`src/rtl/lsu_ctrl_pkg.sv`:
```
// lsu_ctrl_pkg: opcode encodings, FSM states and decode helpers for the load/store unit
package lsu_ctrl_pkg;
  localparam int LSU_OPT_WIDTH = 4;
  localparam logic [3:0] LSU_LB  = 4'b0000;
  localparam logic [3:0] LSU_LH  = 4'b0010;
  localparam logic [3:0] LSU_LW  = 4'b0100;
  localparam logic [3:0] LSU_LBU = 4'b1000;
  localparam logic [3:0] LSU_LHU = 4'b1010;
  localparam logic [3:0] LSU_SB  = 4'b0001;
  localparam logic [3:0] LSU_SH  = 4'b0011;
  localparam logic [3:0] LSU_SW  = 4'b0101;
  localparam logic [3:0] LSU_NOP = 4'b1110;
  typedef enum logic [1:0] {IDLE, REQ, WAIT, DONE} state_e;
  function automatic logic lsu_op_ok(input logic [3:0] opt);
    return opt inside {LSU_LB, LSU_LH, LSU_LW, LSU_LBU, LSU_LHU, LSU_SB, LSU_SH, LSU_SW};
  endfunction
  function automatic logic lsu_misaligned(input logic [3:0] opt, input logic [1:0] a);
    return (opt[2:1] == 2'b01 && a[0]) || (opt[3:1] == 3'b010 && a != 2'b00);
  endfunction
endpackage

```
`src/rtl/lsu_ctrl_if.sv`:
```
// lsu_ctrl_if: memory-side request/grant/response bus of the load/store unit
interface lsu_ctrl_if;
  logic        req;
  logic        we;
  logic [31:0] addr;
  logic [31:0] wdata;
  logic [3:0]  wmask;
  logic        gnt;
  logic        rvalid;
  logic [31:0] rdata;
  modport master(output req, we, addr, wdata, wmask, input gnt, rvalid, rdata);
  modport slave(input req, we, addr, wdata, wmask, output gnt, rvalid, rdata);
endinterface

```
`src/rtl/lsu_ctrl_fmt.sv`:
```
// lsu_fmt: byte-lane formatting -- store mask, store data replication, load extract/extend
module lsu_fmt
  import lsu_ctrl_pkg::*;
(
  input  logic [LSU_OPT_WIDTH-1:0] opt,
  input  logic [1:0]               addr,
  input  logic [31:0]              wdata,
  input  logic [31:0]              rdata,
  output logic [3:0]               wmask,
  output logic [31:0]              wdata_rep,
  output logic [31:0]              rdata_fmt
);
  logic [2:0]  f3;
  logic [1:0]  hsel;
  logic [7:0]  b;
  logic [15:0] h;
  assign f3   = opt[3:1];
  assign hsel = {addr[1], 1'b0};
  assign b    = rdata[{addr, 3'b000} +: 8];
  assign h    = rdata[{hsel, 3'b000} +: 16];
  assign wmask = !opt[0]       ? 4'b0000 :
                 f3 == 3'b000  ? 4'b0001 << addr :
                 f3 == 3'b001  ? 4'b0011 << hsel :
                 f3 == 3'b010  ? 4'b1111 : 4'b0000;
  assign wdata_rep = f3[1:0] == 2'b00 ? {4{wdata[7:0]}} :
                     f3[1:0] == 2'b01 ? {2{wdata[15:0]}} : wdata;
  assign rdata_fmt = f3 == 3'b000 ? {{24{b[7]}}, b} :
                     f3 == 3'b001 ? {{16{h[15]}}, h} :
                     f3 == 3'b100 ? {24'b0, b} :
                     f3 == 3'b101 ? {16'b0, h} : rdata;
endmodule

```
`src/rtl/lsu_ctrl.sv`:
```
// lsu_ctrl: single-outstanding load/store controller (IDLE/REQ/WAIT/DONE)
// LSU_MISALIGN_CHK_EN: when defined, misaligned half/word accesses complete without a memory request and pulse o_misalign
module lsu_ctrl
  import lsu_ctrl_pkg::*;
(
  input  logic                     i_clk,
  input  logic                     i_rst_n,
  input  logic                     i_valid,
  output logic                     o_ready,
  input  logic [LSU_OPT_WIDTH-1:0] i_lsu_opt,
  input  logic [31:0]              i_addr,
  input  logic [31:0]              i_wdata,
  lsu_ctrl_if.master               mem,
  output logic                     o_done,
  output logic [31:0]              o_rdata,
  output logic                     o_misalign
);
  state_e                   state, state_nx;
  logic [LSU_OPT_WIDTH-1:0] opt_q;
  logic [31:0]              addr_q, wdata_q, rdata_fmt;
  logic                     mis_q, acc, ok, mis;
  assign acc = i_valid & o_ready;
  assign ok  = lsu_op_ok(i_lsu_opt);
`ifdef LSU_MISALIGN_CHK_EN
  assign mis        = ok & lsu_misaligned(i_lsu_opt, i_addr[1:0]);
  assign o_misalign = mis_q & (state == DONE);
`else
  assign mis        = 1'b0;
  assign o_misalign = 1'b0;
`endif
  assign o_ready  = state == IDLE;
  assign o_done   = state == DONE;
  assign mem.req  = state == REQ;
  assign mem.we   = (state == REQ) & opt_q[0];
  assign mem.addr = {addr_q[31:2], 2'b00};
  lsu_fmt u_fmt (
    .opt       (opt_q),
    .addr      (addr_q[1:0]),
    .wdata     (wdata_q),
    .rdata     (mem.rdata),
    .wmask     (mem.wmask),
    .wdata_rep (mem.wdata),
    .rdata_fmt (rdata_fmt)
  );
  always_comb begin
    state_nx = state;
    case (state)
      IDLE:    state_nx = !acc ? IDLE : (ok && !mis) ? REQ : DONE;
      REQ:     state_nx = !mem.gnt ? REQ : opt_q[0] ? DONE : WAIT;
      WAIT:    state_nx = mem.rvalid ? DONE : WAIT;
      default: state_nx = IDLE;
    endcase
  end
  always_ff @(posedge i_clk or negedge i_rst_n) begin
    if (!i_rst_n) begin
      state   <= IDLE;
      opt_q   <= '0;
      addr_q  <= '0;
      wdata_q <= '0;
      mis_q   <= 1'b0;
      o_rdata <= '0;
    end else begin
      state <= state_nx;
      if (acc) begin
        opt_q   <= i_lsu_opt;
        addr_q  <= i_addr;
        wdata_q <= i_wdata;
        mis_q   <= mis;
        if (!ok) o_rdata <= '0;
`ifdef LSU_MISALIGN_CHK_EN
        if (mis) $display("lsu_ctrl misaligned access opt=%b addr=%h", i_lsu_opt, i_addr);
`endif
      end
      if (state == WAIT && mem.rvalid) o_rdata <= rdata_fmt;
    end
  end
endmodule

```
`src/flat_wrapper.sv`:
```
// flat-port wrapper written by rule: the top's interface ports become plain ports
module lsu_ctrl_flat import lsu_ctrl_pkg::*;
  (i_clk, i_rst_n, i_valid, o_ready, i_lsu_opt, i_addr, i_wdata, o_done, o_rdata, o_misalign, mem_req, mem_we, mem_addr, mem_wdata, mem_wmask, mem_gnt, mem_rvalid, mem_rdata);
  lsu_ctrl_if mem_i ();
  input  logic i_clk;
  input  logic i_rst_n;
  input  logic i_valid;
  output logic o_ready;
  input  logic [LSU_OPT_WIDTH-1:0] i_lsu_opt;
  input  logic [31:0] i_addr;
  input  logic [31:0] i_wdata;
  output logic o_done;
  output logic [31:0] o_rdata;
  output logic o_misalign;
  output wire logic [$bits(mem_i.req)-1:0] mem_req;
  output wire logic [$bits(mem_i.we)-1:0] mem_we;
  output wire logic [$bits(mem_i.addr)-1:0] mem_addr;
  output wire logic [$bits(mem_i.wdata)-1:0] mem_wdata;
  output wire logic [$bits(mem_i.wmask)-1:0] mem_wmask;
  input wire logic [$bits(mem_i.gnt)-1:0] mem_gnt;
  input wire logic [$bits(mem_i.rvalid)-1:0] mem_rvalid;
  input wire logic [$bits(mem_i.rdata)-1:0] mem_rdata;
  assign mem_req = mem_i.req;
  assign mem_we = mem_i.we;
  assign mem_addr = mem_i.addr;
  assign mem_wdata = mem_i.wdata;
  assign mem_wmask = mem_i.wmask;
  assign mem_i.gnt = mem_gnt;
  assign mem_i.rvalid = mem_rvalid;
  assign mem_i.rdata = mem_rdata;
  lsu_ctrl u_core (.i_clk(i_clk), .i_rst_n(i_rst_n), .i_valid(i_valid), .o_ready(o_ready), .i_lsu_opt(i_lsu_opt), .i_addr(i_addr), .i_wdata(i_wdata), .mem(mem_i), .o_done(o_done), .o_rdata(o_rdata), .o_misalign(o_misalign));
endmodule
```
`config.mk`:
```
export PLATFORM = sky130hd
export DESIGN_NAME = lsu_ctrl_flat
export DESIGN_NICKNAME = d
export VERILOG_FILES = /design/src/rtl/lsu_ctrl_pkg.sv /design/src/rtl/lsu_ctrl_if.sv /design/src/rtl/lsu_ctrl_fmt.sv /design/src/rtl/lsu_ctrl.sv /design/src/flat_wrapper.sv
export SDC_FILE = /design/constraint.sdc
export NUM_CORES = 1
export LEC_CHECK = 0
export CAP_MARGIN = 20
export CORE_MARGIN = 3
export CORE_UTILIZATION = 45
export DETAILED_ROUTE_END_ITERATION = 10
export DONT_BUFFER_PORTS = 1
export PLACE_DENSITY_LB_ADDON = 0.05
export RECOVER_POWER = 25
export SYNTH_ARGS = -nofsm -noshare
export SYNTH_HDL_FRONTEND = slang
export SYNTH_SLANG_ARGS = --single-unit
```
`constraint.sdc`:
```
create_clock -name i_clk -period 4.7 [get_ports i_clk]
set_input_delay 0.235 -clock i_clk [delete_from_list [all_inputs] [get_ports i_clk]]
set_output_delay 0.235 -clock i_clk [all_outputs]
set_load 0.01 [all_outputs]
```
**Word level (Yosys, flattened, before mapping)**

Index checks and enable logic that the tools add are counted.

- Equality and inequality tests: 16
- Shift operators: 4
- Multiplexer cells: 19
- Bitwise operators: 2
- Reduce and logical (&&, ||, !) cells: 8

Operator list:

| operator | number |
|---|---|
| 32-bit two-way mux | 9 |
| 32-bit by 6-bit variable part select with 16-bit output | 1 |
| 32-bit by 6-bit variable part select with 8-bit output | 1 |
| 4-bit two-way mux | 4 |
| 4-bit by 2-bit == test with 1-bit output (second input constant) | 2 |
| 4-bit by 3-bit == test with 1-bit output (second input constant) | 2 |
| 4-bit == test (second input constant) | 2 |
| 8-bit nonzero test | 1 |
| 3-bit == test (second input constant) | 2 |
| 2-bit two-way mux | 3 |
| 2-bit case mux with 3 select lines | 1 |
| 2-bit by 1-bit == test with 1-bit output (second input constant) | 2 |
| 2-bit == test (second input constant) | 2 |
| 4-bit by 1-bit == test with 1-bit output (second input constant) | 1 |
| 2-bit logical NOT | 2 |
| 4-bit logical NOT | 1 |
| 1-bit by 2-bit left shift with 4-bit output (first input constant) | 1 |
| 2-bit by 2-bit left shift with 4-bit output (first input constant) | 1 |
| 3-bit by 1-bit == test with 1-bit output (second input constant) | 1 |
| 3-bit by 2-bit == test with 1-bit output (second input constant) | 1 |
| 3-bit logical NOT | 1 |
| 1-bit bitwise AND | 2 |
| 1-bit two-way mux | 2 |
| 2-bit inequality test (second input constant) | 1 |
| 3 further kinds | 3 |

- Register bits: 102
- Bits of input ports: 105
- Word-level logic and storage cells: 54

**Logic depth before layout (Yosys ltp)**

- Depth after elaboration: 6
- Mapped depth: 6
- Depth with buffers taken out: 4

**Cells and area by module**

From an unflattened synthesis, not the netlist that was laid out.

- Cells, all modules: 500
- Area total of the unflattened synthesis: 5365.1 µm²

By module, submodules not included:

| module | instances | cells an instance | area an instance (µm²) |
|---|---|---|---|
| lsu_ctrl | 1 | 331 | 4155.2 |
| lsu_fmt | 1 | 169 | 1209.9 |

**Worst setup path before layout**

Ideal clock, no wire load.

- Path kind: reg2reg
- From: register u_core.state[0]
- To: register u_core.o_rdata[31]
- Setup time: 0.136 ns
- Arrival time: 1.518 ns
- Slack: 3.047 ns
- Cell stages (with the launch flop): 7
- Path buffers: 2
- Cells stage by stage: dfrtp_1 -> or3b_1 -> clkbuf_1 -> o31a_1 -> buf_6 -> a32oi_1 -> o41ai_1

- Cells in the longest elaborated chain, start to end: 4
- Elaborated cells on any way between the ends: 8

Ends and longest elaborated chain:

| element | RTL line | source |
|---|---|---|
| from (decl) | lsu_ctrl.sv:18 | `state_e state, state_nx;` |
| from (signal assigned) | lsu_ctrl.sv:63 | `state <= state_nx;` |
| 2-bit == test or 2-bit logical NOT (tied branches) | lsu_ctrl.sv:74, lsu_ctrl.sv:31 |  |
| 1-bit logical AND or 1-bit bitwise AND (tied branches) | lsu_ctrl.sv:74, lsu_ctrl.sv:22 |  |
| 2-bit inequality test (no line) or 2-bit nonzero test (tied branches) | - |  |
| 2-bit AND reduction (no line) | - |  |
| to (signal assigned) | lsu_ctrl.sv:74 | `if (state == WAIT && mem.rvalid) o_rdata <= rdata_fmt;` |
| to (decl) | lsu_ctrl.sv:15 | `output logic [31:0] o_rdata,` |

Several ways; a longest one is shown, not always the timed one.
A chain may end at the register's enable or synchronous reset.

==> flow_summary.toml <==
[min_path]
hold_start = "i_addr[1]"
hold_wc_path_type = "in -> reg"

[worst_setup_path]
crit_path_max_incr_delay_ns = 1.73
worstSetupPathType = "in -> async"
worst-path-max-fanout = 102
cp_required_ns = 4.61
timing_startpoint_of_the_critical_path = "i_rst_n"
worst_setup_path_end_kind = "asynchronous set/reset pin"
type_of_origin_of_the_critical_path = "input port"
worst_r2r_startpoint = "u_core.addr_q[1]$_DFFE_PN0P_"
critical_path.n_buffers_inverters = 2
timing.critical_path.cells = "dlygate4sd3_1, clkbuf_2"
wp_data_arrival_ns = 2.64
worst_path_dominant_cell_family = "buffers and inverters"
timing.critical_path.slowest_stage_cell = "sky130_fd_sc_hd__clkbuf_2"

[global_route]
grt_overflow_total = 0
grt_first_pass_wirelength_mm = 18.8
antenna_found_initial = 0
grt_pass1_vias = 3387
grt_util_all_layers_pct = 18.9
grt_max_degree = 103

[timing]
worst_slew_margin_rel_pct = -68.9
fin_setup_tns_ns = 0
timing_hold_violations_final = 0
timing.final.crit_period_ns = 2.73
tightestPinTransition_ns = 2.53
number_of_endpoints_failing_setup_at_the_final_stage = 0
max_clock_freq_ghz = 0.367
final.period_utilization_pct = 58.0
number_of_max_slew_violations_in_the_final_report = 103
rsz0062_at_grt = "false"
setup_slack_ns = 1.97
skew_ns = 0.00855

[routing]
routed_wire_length_per_instance_um = 22.3
overall_via_count_from_detail_route = 3306
drt_drc_violations_left = 0
detailedRoute.firstPassIterationCount = 5
drt.antenna.violating_nets = 0
avgViaCountPerCell = 5.96
first_iter_violations = 168
wire_length_reported_by_the_detailed_router_mm = 12.4

[place]
place.detailed.hpwl_mm = 8.82
gp_congestion = 0.787
pre_cts_slack_ns = 2.45
io_buffers = 0

[synthesis]
async_flop_share_pct = 100
synth_warnings = 0
number_of_enable_flip_flop_cells_after_synthesis = 0
synth_seq_area_share_pct = 49.5
synth_cells = 458
post_synthesis_cell_type_count = 39
synthesis.area_mm2 = 0.00516
synth_flop_cell = "sky130_fd_sc_hd__dfrtp_1"
flip_flop_and_latch_count_after_synthesis = 102
synth_area_per_cell_um2 = 11.3

[clock_tree]
cts-buffers-inserted = 9
hold_buffers = 4
cts.reportedPaths.clkPinSlew_ns = 0.07
cts_buffer_depth = 2
total_number_of_h_tree_levels = 3
post_cts_setup_buffers = 0
ctsResizeCount = 0
clk_root_buffer_cell = "sky130_fd_sc_hd__clkbuf_16"
worstSkewPairLatency_ns = 0.35
numClockSinks = 102
tritoncts_clock_tree = "yes"

[power_and_ir_drop]
switchingPower_mw = 1.60
power.density_mw_per_mm2 = 773
power_report.internal_total_mw = 2.48
total_leakage_power_nw = 2.25
swShare_pct = 39.2
power.share.combinational_pct = 37.6
part_of_the_power_in_the_clock_network_pct = 19.4
power.sequential.fraction_pct = 43.0
maximum_resistive_drop_on_vdd_uv = 334

[die]
design.die.area_mm2 = 0.0128
die_w_um = 113
die_h_um = 113
num_io_pins = 210
coreArea_mm2 = 0.0110
placementRows = 38
initial_core_util_pct = 46.8

[finish]
final_layout_size_suffix_gt1_share_pct = 25.5
final.fill_count = 1031
most-common-layout-cells = "sky130_fd_sc_hd__dfrtp_1 (102), sky130_fd_sc_hd__mux2_2 (82), sky130_fd_sc_hd__nand2_1 (39)"
most_common_cell_after_layout_fill_and_taps_aside = "sky130_fd_sc_hd__dfrtp_1"
finish.utilization_pct = 47.9
multiInputGateArea_mm2 = 0.00215
area_delta_synth_final_pct = 2.40
nets = 515
diodes_inserted = 0
seq_area_mm2 = 0.00255

[status]
result_of_the_run = "finished with violations"
failed_checks = "max-capacitance violations, max-slew violations"

[job]
max_cap_violations = 1
[power groups by stage]
stage	combinational [mW]	sequential [mW]	clock [mW]
3_3_place_gp	1.50	1.77	0
2_1_floorplan	1.65	1.55	0
6_report	1.54	1.76	0.791
4_1_cts	1.56	1.77	0.818
5_1_grt	1.70	1.82	0.851
3_5_place_dp	1.53	1.78	0
[Yosys cell counts (4+ instances only)]
cell | n | share of area, %
sky130_fd_sc_hd__a211o_1 | 6 | 1.0
sky130_fd_sc_hd__a21oi_1 | 13 | 1.3
sky130_fd_sc_hd__a22o_1 | 8 | 1.4
sky130_fd_sc_hd__a2bb2oi_1 | 8 | 1.4
sky130_fd_sc_hd__and3b_1 | 8 | 1.4
sky130_fd_sc_hd__buf_2 | 10 | 0.97
sky130_fd_sc_hd__buf_4 | 41 | 6.0
sky130_fd_sc_hd__buf_6 | 4 | 0.87
sky130_fd_sc_hd__clkbuf_1 | 12 | 0.87
sky130_fd_sc_hd__dfrtp_1 | 102 | 49
sky130_fd_sc_hd__mux2_2 | 82 | 18
sky130_fd_sc_hd__mux2i_1 | 9 | 1.7
sky130_fd_sc_hd__nand2_1 | 39 | 2.8
sky130_fd_sc_hd__nor2_1 | 21 | 1.5
sky130_fd_sc_hd__o211ai_1 | 16 | 2.3
sky130_fd_sc_hd__o21ai_0 | 32 | 3.1
sky130_fd_sc_hd__o22ai_1 | 8 | 0.97
sky130_fd_sc_hd__or3_1 | 6 | 0.73
[flip-flops by register name (all words and copies together), names as in the netlist]
name and flops:
u_core.addr_q 32, u_core.o_rdata 32, u_core.opt_q 4, u_core.state 2, u_core.wdata_q 32
[per-layer routing]
metal | share of wire, % | routed length [um] | vias to the layer above | GRT usage [%]
li1 | - | - | 1500 | -
met1 | 38 | 4750 | 1608 | 23.0
met2 | 47 | 5780 | 168 | 28.4
met3 | 11 | 1410 | 30 | 8.77
met4 | 3.4 | 425 | 0 | 9.46
met5 | 0 | 0 | - | 0
[through the flow]
stage	total power, mW	instances	cell area [um2]	hold WS, ns
after floorplan	3.20	460	5160	-0.0606
after global placement	3.27	534	4910	-0.0580
after detailed placement	3.32	535	4920	-0.0582
after CTS	4.15	555	5300	0.0194
after global routing	4.37	555	5280	0.0195
final	4.08	555	5280	0.0283
[final timing paths]
kind,cells past startpoint,end,slack (ns)
worst max-delay path,2,u_core.addr_q[30]$_DFFE_PN0P_,1.97
worst min-delay path,2,u_core.addr_q[1]$_DFFE_PN0P_,0.03
worst max register to register,4,u_core.o_rdata[22]$_DFFE_PN0P_,2.41
worst min register to register,1,u_core.wdata_q[23]$_DFFE_PN0P_,0.50
max in group i_clk,3,mem_wmask[0],2.20
min in group asynchronous,2,u_core.addr_q[13]$_DFFE_PN0P_,1.18
[cell families (layout without fill, tap and decap cells)]
logic type / after synthesis / count (layout) / synth area share [%]
other: 1 / 3 / 0.0727
buffers and inverters: 72 / 27 / 9.05
multiplexers: 92 / 92 / 20.1
AND/OR/NAND/NOR: 92 / 92 / 8.71
flip-flops: 102 / 102 / 49.5
AO/OA/AOI/OAI: 99 / 99 / 12.6
[final cells by class]
type / instances / area share (%)
clock buffer: 14 / 5.38
multi-input combinational: 286 / 40.7
clock inverter: 2 / 0.711
timing repair buffer: 8 / 1.37
sequential: 102 / 48.3
tap: 140 / 3.32
inverter: 3 / 0.213
Note: power is estimated with default switching activity, not from simulation.
